--- src/rtl/receiver.sv ---
`default_nettype none
// receiver: UART RX, 16x oversampled, 5-8 data bits, 1/2 stop bits, FWFT RX FIFO, 10 ms line-low config detect.
// Optional macro RX_SYNC_EN inserts a 2-flop synchronizer on rx_i. Rev 1.0
module receiver #(
  parameter int RX_FIFO_DEPTH     = 32,
  parameter int SYSTEM_CLOCK_FREQ = 100_000_000
) (
  input  logic       clk_i,
  input  logic       rst_n_i,
  input  logic       ov_baud_rt_i,
  input  logic       rx_i,
  input  logic       rx_fifo_read_i,
  input  logic [1:0] data_width_i,
  input  logic [1:0] stop_bits_number_i,
  output logic [7:0] data_rx_o,
  output logic       rx_done_o,
  output logic       frame_error_o,
  output logic       overrun_error_o,
  output logic       config_req_slv_o,
  output logic       rx_fifo_empty_o,
  output logic       rx_fifo_full_o
);
  localparam int COUNT_10MS = SYSTEM_CLOCK_FREQ / 100;
  localparam int LOW_W      = $clog2(COUNT_10MS + 1);
  localparam int AW         = $clog2(RX_FIFO_DEPTH);
  localparam logic [LOW_W-1:0] LOW_MAX = LOW_W'(COUNT_10MS);
  localparam logic [1:0] SB_2BIT = 2'd1;

  localparam logic [2:0] IDLE     = 3'd0;
  localparam logic [2:0] START    = 3'd1;
  localparam logic [2:0] DATA     = 3'd2;
  localparam logic [2:0] STOP     = 3'd3;
  localparam logic [2:0] CFG_WAIT = 3'd4;

  logic rx;
`ifdef RX_SYNC_EN
  logic [1:0] rx_sync;
  always_ff @(posedge clk_i or negedge rst_n_i) begin
    if (!rst_n_i) rx_sync <= 2'b11;
    else          rx_sync <= {rx_sync[0], rx_i};
  end
  assign rx = rx_sync[1];
`else
  assign rx = rx_i;
`endif

  // Line-low timer; cfg_seen limits the request to one pulse per low period.
  logic [LOW_W-1:0] low_cnt;
  logic             cfg_seen;
  logic             low_max;
  assign low_max = (low_cnt == LOW_MAX);

  always_ff @(posedge clk_i or negedge rst_n_i) begin
    if (!rst_n_i) begin
      low_cnt  <= '0;
      cfg_seen <= 1'b0;
    end else if (rx) begin
      low_cnt  <= '0;
      cfg_seen <= 1'b0;
    end else begin
      if (!low_max) low_cnt <= low_cnt + 1'b1;
      if (low_max)  cfg_seen <= 1'b1;
    end
  end
  assign config_req_slv_o = low_max && !cfg_seen;

  logic [2:0] state, next_state;
  logic [3:0] tick_cnt;
  logic [2:0] bit_cnt;
  logic       stop_cnt;
  logic [1:0] dw;
  logic [7:0] shift;
  logic       mid_start, sample, last_bit, two_stop;
  logic       frame_ok, fifo_wr, fifo_rd;
  logic [AW:0] wr_ptr, rd_ptr;

  assign mid_start = ov_baud_rt_i && (tick_cnt == 4'd7);
  assign sample    = ov_baud_rt_i && (tick_cnt == 4'd15);
  assign last_bit  = (bit_cnt == (3'd4 + {1'b0, dw}));
  assign two_stop  = (stop_bits_number_i == SB_2BIT) && !stop_cnt;

  always_ff @(posedge clk_i or negedge rst_n_i) begin
    if (!rst_n_i) state <= IDLE;
    else          state <= next_state;
  end

  always_comb begin
    next_state = state;
    case (state)
      IDLE:     if (!rx) next_state = START;
      START:    if (mid_start) next_state = rx ? IDLE : DATA;
      DATA:     if (sample && last_bit) next_state = STOP;
      STOP:     if (sample && (!rx || !two_stop)) next_state = IDLE;
      CFG_WAIT: if (rx) next_state = IDLE;
      default:  next_state = IDLE;
    endcase
    if (state != CFG_WAIT && low_max) next_state = CFG_WAIT;
  end

  // A frame cut short by a config request ends silently.
  always_comb begin
    frame_ok      = 1'b0;
    frame_error_o = 1'b0;
    if (state == STOP && sample && !low_max) begin
      if (!rx)            frame_error_o = 1'b1;
      else if (!two_stop) frame_ok      = 1'b1;
    end
    fifo_wr         = frame_ok && !rx_fifo_full_o;
    rx_done_o       = fifo_wr;
    overrun_error_o = frame_ok && rx_fifo_full_o;
  end

  always_ff @(posedge clk_i or negedge rst_n_i) begin
    if (!rst_n_i) begin
      tick_cnt <= '0;
      bit_cnt  <= '0;
      stop_cnt <= 1'b0;
      dw       <= '0;
      shift    <= '0;
    end else begin
      case (state)
        START: if (ov_baud_rt_i) begin
          tick_cnt <= mid_start ? 4'd0 : tick_cnt + 4'd1;
          if (mid_start) begin
            shift <= '0;
            dw    <= data_width_i;
          end
        end
        DATA: if (ov_baud_rt_i) begin
          tick_cnt <= tick_cnt + 4'd1;
          if (tick_cnt == 4'd15) begin
            shift[bit_cnt] <= rx;
            bit_cnt        <= bit_cnt + 3'd1;
          end
        end
        STOP: if (ov_baud_rt_i) begin
          tick_cnt <= tick_cnt + 4'd1;
          if (tick_cnt == 4'd15) stop_cnt <= 1'b1;
        end
        default: begin
          tick_cnt <= '0;
          bit_cnt  <= '0;
          stop_cnt <= 1'b0;
        end
      endcase
    end
  end

  // FWFT FIFO: full is judged before any same-cycle pop.
  logic [7:0] mem [RX_FIFO_DEPTH];
  assign rx_fifo_empty_o = (wr_ptr == rd_ptr);
  assign rx_fifo_full_o  = (wr_ptr[AW] != rd_ptr[AW]) && (wr_ptr[AW-1:0] == rd_ptr[AW-1:0]);
  assign fifo_rd         = rx_fifo_read_i && !rx_fifo_empty_o;
  assign data_rx_o       = rx_fifo_empty_o ? 8'd0 : mem[rd_ptr[AW-1:0]];

  always_ff @(posedge clk_i or negedge rst_n_i) begin
    if (!rst_n_i) begin
      wr_ptr <= '0;
      rd_ptr <= '0;
    end else begin
      if (fifo_wr) wr_ptr <= wr_ptr + 1'b1;
      if (fifo_rd) rd_ptr <= rd_ptr + 1'b1;
    end
  end

  always_ff @(posedge clk_i) begin
    if (fifo_wr) mem[wr_ptr[AW-1:0]] <= shift;
  end
endmodule
`default_nettype wire

--- config.mk ---
export PLATFORM = sky130hd
export DESIGN_NAME = receiver
export DESIGN_NICKNAME = d
export VERILOG_FILES = /design/src/rtl/receiver.sv
export SDC_FILE = /design/constraint.sdc
export NUM_CORES = 1
export LEC_CHECK = 0
export BUFFER_PORTS_ARGS = -buffer_cell sky130_fd_sc_hd__buf_2
export CORE_UTILIZATION = 40
export CTS_CLUSTER_SIZE = 25
export DETAILED_ROUTE_END_ITERATION = 6
export PLACE_DENSITY = 0.53
export SLEW_MARGIN = 10
export SYNTH_ARGS = -nofsm -noshare
export SYNTH_HDL_FRONTEND = slang
export SYNTH_SLANG_ARGS = --single-unit
--- constraint.sdc ---
create_clock -name clk_i -period 5.1 [get_ports clk_i]
set_clock_uncertainty 0.2 [all_clocks]
set_input_delay 0.765 -clock clk_i [delete_from_list [all_inputs] [get_ports clk_i]]
set_output_delay 0.765 -clock clk_i [all_outputs]
set_load 0.005 [all_outputs]
==> qor.csv <==
metric,value,unit
cts bufs inserted,34,
CTS H-Tree Depth,2,
starting density of the core,40.9,%
xor/xnor cell area share of the yosys netlist,2.50,%
library cell with the largest summed area after synthesis,sky130_fd_sc_hd__edfxtp_1,
worst path buffer plus inverter count,2,
first-pass iteration count of the detailed router,5,
Starting DRT DRC Count,674,
final worst path period need,4250,ps
Setup Viol. Count Final,0,
maximum vdd ir drop,0.243,mV
Layout Cell Area excl Fill,14600,um^2
final clock period utilization by the worst path,83.4,%
crit-path max cell delay,1050,ps
Filler cells,2735,
kind of critical path,register to primary output,
yosys synthesis warning count,0,
highest attainable clock frequency,0.235,GHz
root buf cell,sky130_fd_sc_hd__clkbuf_16,
vias after detailed routing,7144,
count of distinct cell types in the synthesized netlist,54,
height of the die,182,um
area after detailed placement,13500,um^2
detailed placer's ending HPWL,18100,um
DIE AREA,33100,um^2
most frequent cell after synthesis,sky130_fd_sc_hd__edfxtp_1,
Pleak,0.00503,uW
antenna-violating nets left,0,
clock latency on the worst-skew pair,500,ps
hold bufs inserted after CTS,0,
routed vias/inst,5.66,
peak fanout along the critical path,51,
number of enable flip-flop cells after synthesis,256,
arrival time of the worst setup path,3290,ps
Max-Slew Margin vs Limit,20.8,%
class of the tightest hold or removal check,primary input to async pin,
GRT Total Usage,18.1,%
top post-synthesis cells by count,"sky130_fd_sc_hd__edfxtp_1 (256), sky130_fd_sc_hd__nor2_1 (69), sky130_fd_sc_hd__dfrtp_1 (54)",
least setup slack across all paths after layout,846,ps
via count of the first global-routing pass,7247,
sequential share of the synthesized area,69.7,%
crit start category,register,
area share of and/or/nand/nor cells after synthesis,7.72,%
Routed Wire Length,28900,um
clock slew seen by the registers of the worst setup and hold paths,50,ps
netlist area before placement,13000,um^2
crit-path cells,buf_4 > mux4_2 > a21oi_1 > o21ai_0 > and3_1 > buf_2,
Port Buffers,22,
floorplan die width,182,um
initial antenna violation count,1,
dominant delay contributor by cell family on the critical path,flip-flops,
"post-synthesis share of cell area spent on full adders, half adders and majority gates",0.868,%
power per cell area,456,nW/um^2
status,"complete, no violations",
fraction of final layout cells with drive strength greater than 1,17.9,%
row cnt,65,
number of gates given a new drive strength after cts,0,
routability congestion estimate from global placement,0.811,
Setup WS pre-CTS,1290,ps
fin. max-slew vios,0,
pin count of the biggest net entering global routing,55,
per-cell routed wire length,22.9,um
RSZ-0062 raised after global routing,false,
clock tree from TritonCTS,done,
top area cells in the synthesized netlist,"sky130_fd_sc_hd__edfxtp_1 (59%), sky130_fd_sc_hd__dfrtp_1 (10%), sky130_fd_sc_hd__mux4_2 (8.3%), sky130_fd_sc_hd__mux2i_1 (3.4%), sky130_fd_sc_hd__nor2_1 (2.0%)",
number of nets produced by synthesis,829,
wire length of the first global-routing pass,44800,um
top cell type's share of synthesized area,59.3,%
Synth async-reset ratio,17.4,%
library cell contributing the largest single delay on the critical path,sky130_fd_sc_hd__dfrtp_4,
multiplexer fraction of the synthesized cell area,12.3,%
drt drc,0,
Mapped Cells,811,
share of the synthesized area in compound gates (AO/OA/AOI/OAI),4.95,%
register bit count reported by yosys,310,
number of setup buffers added after CTS,0,
aggregate negative setup slack,0,ps
clock sink count,310,
area of the core region,31700,um^2
overall overflow remaining after global route,0,
Max clock buf depth,3,
Main synth FF type,sky130_fd_sc_hd__edfxtp_1,
number of top-level pins,23,
Area Growth Syn to Fin,12.9,%
final count of hold timing violations,0,
Max Cap Viol,0,
Crit. End Element,primary output,
pin slew with the least headroom to its limit,1190,ps
largest family of logic cells by synthesized area,multiplexers,
critical path data required time,4140,ps
Nets,853,
per-instance average area after synthesis,16.0,um^2
-- path summary, 6_finish.rpt --
| path | slack (ps) | from | cells after the start | to |
|---|---|---|---|---|
| min in group clk_i | 290 | wr_ptr[5] | 1 | wr_ptr[5] |
| setup reg to reg | 1370 | rd_ptr[0] | 5 | mem[25][6] |
| hold reg to reg | 290 | wr_ptr[5] | 1 | wr_ptr[5] |
| hold / removal | 190 | rst_n_i | 2 | tick_cnt[1] |
| setup / recovery | 850 | rd_ptr[0] | 6 | data_rx_o[7] |
| max in group asynchronous | 3980 | rst_n_i | 2 | rd_ptr[0] |
-- worst reg2reg max path, stage by stage, from the launching register on --
cell                      delay (ps)
sky130_fd_sc_hd__dfrtp_4        1050
sky130_fd_sc_hd__xor2_1          250
sky130_fd_sc_hd__nor3_1          100
sky130_fd_sc_hd__a21oi_2         340
sky130_fd_sc_hd__nand3_1         430
sky130_fd_sc_hd__nor2_1          990
-- flip-flops by register name (all words and copies together), names as in the netlist --
register	count
mem	256
stop_cnt	1
state	3
rd_ptr	6
wr_ptr	6
bit_cnt	3
tick_cnt	4
shift	8
cfg_seen	1
dw	2
low_cnt	20
-- layer usage --
layer	vias up	track usage, %	wire length [um]
met5	-	0	0
met4	0	5.28	638
met3	47	3.03	1470
met2	192	29.1	13800
met1	3703	25.2	13000
li1	3202	-	-
-- layout make-up --
| type | instances | area [um^2] | area share [%] |
|---|---|---|---|
| clock inverters | 21 | 255 | 1.74 |
| flip-flops and latches | 310 | 9040 | 61.8 |
| well taps | 402 | 503 | 3.43 |
| multi-input cells | 438 | 3670 | 25.0 |
| inverters | 19 | 71.3 | 0.487 |
| diodes | 1 | 2.50 | 0.0171 |
| repair buffers | 32 | 185 | 1.26 |
| clock buffers | 40 | 915 | 6.25 |
-- kinds of logic after synthesis --
group,count (synthesis)
AOI/OAI and AO/OA,100
xor gates and xnor gates,37
adders and majority gates,9
buffers and inverters,63
DFF,310
muxes,98
and+or+nand+nor,194
-- cells in the final DEF, fill, tap and decap left out, types with 4 or more instances in the layout --
cell / synthesis / final
sky130_fd_sc_hd__a21oi_1: 24 / 24
sky130_fd_sc_hd__a31oi_1: 11 / 11
sky130_fd_sc_hd__and3_1: 15 / 15
sky130_fd_sc_hd__buf_2: 14 / 22
sky130_fd_sc_hd__buf_4: 2 / 10
sky130_fd_sc_hd__bufinv_16: 0 / 6
sky130_fd_sc_hd__clkbuf_16: 0 / 35
sky130_fd_sc_hd__clkinv_1: 0 / 5
sky130_fd_sc_hd__clkinv_2: 0 / 8
sky130_fd_sc_hd__dfrtp_1: 54 / 51
sky130_fd_sc_hd__edfxtp_1: 256 / 256
sky130_fd_sc_hd__ha_1: 9 / 9
sky130_fd_sc_hd__inv_1: 19 / 19
sky130_fd_sc_hd__mux2_2: 6 / 6
sky130_fd_sc_hd__mux2i_1: 44 / 44
sky130_fd_sc_hd__mux4_2: 48 / 48
sky130_fd_sc_hd__nand2_1: 30 / 30
sky130_fd_sc_hd__nand3_1: 15 / 15
sky130_fd_sc_hd__nand3b_1: 7 / 7
sky130_fd_sc_hd__nand4_1: 14 / 14
sky130_fd_sc_hd__nor2_1: 69 / 69
sky130_fd_sc_hd__nor3_1: 10 / 10
sky130_fd_sc_hd__nor4_1: 4 / 4
sky130_fd_sc_hd__o21ai_0: 32 / 32
sky130_fd_sc_hd__o221ai_1: 13 / 13
sky130_fd_sc_hd__or3_1: 7 / 7
sky130_fd_sc_hd__xnor2_1: 20 / 20
sky130_fd_sc_hd__xor2_1: 17 / 17
-- power breakdown --
group,internal [uW],leakage [uW],switching [uW]
logic,517,0.00139,573
clock network,1590,0.000578,974
registers,2760,0.00306,270
total,4860,0.00503,1820
-- through the flow --
stage / hold WS, ps / total power [uW] / utilization (%) / instances
after floorplan: 265 / 3790 / - / 811
after global placement: 286 / 4160 / 42.5 / 1201
after detailed placement: 287 / 4190 / 42.5 / 1201
after CTS: 211 / 6760 / 46.2 / 1262
after global routing: 250 / 6930 / 46.2 / 1262
final: 192 / 6680 / 46.2 / 1263
(Power assumes the default switching activity.)
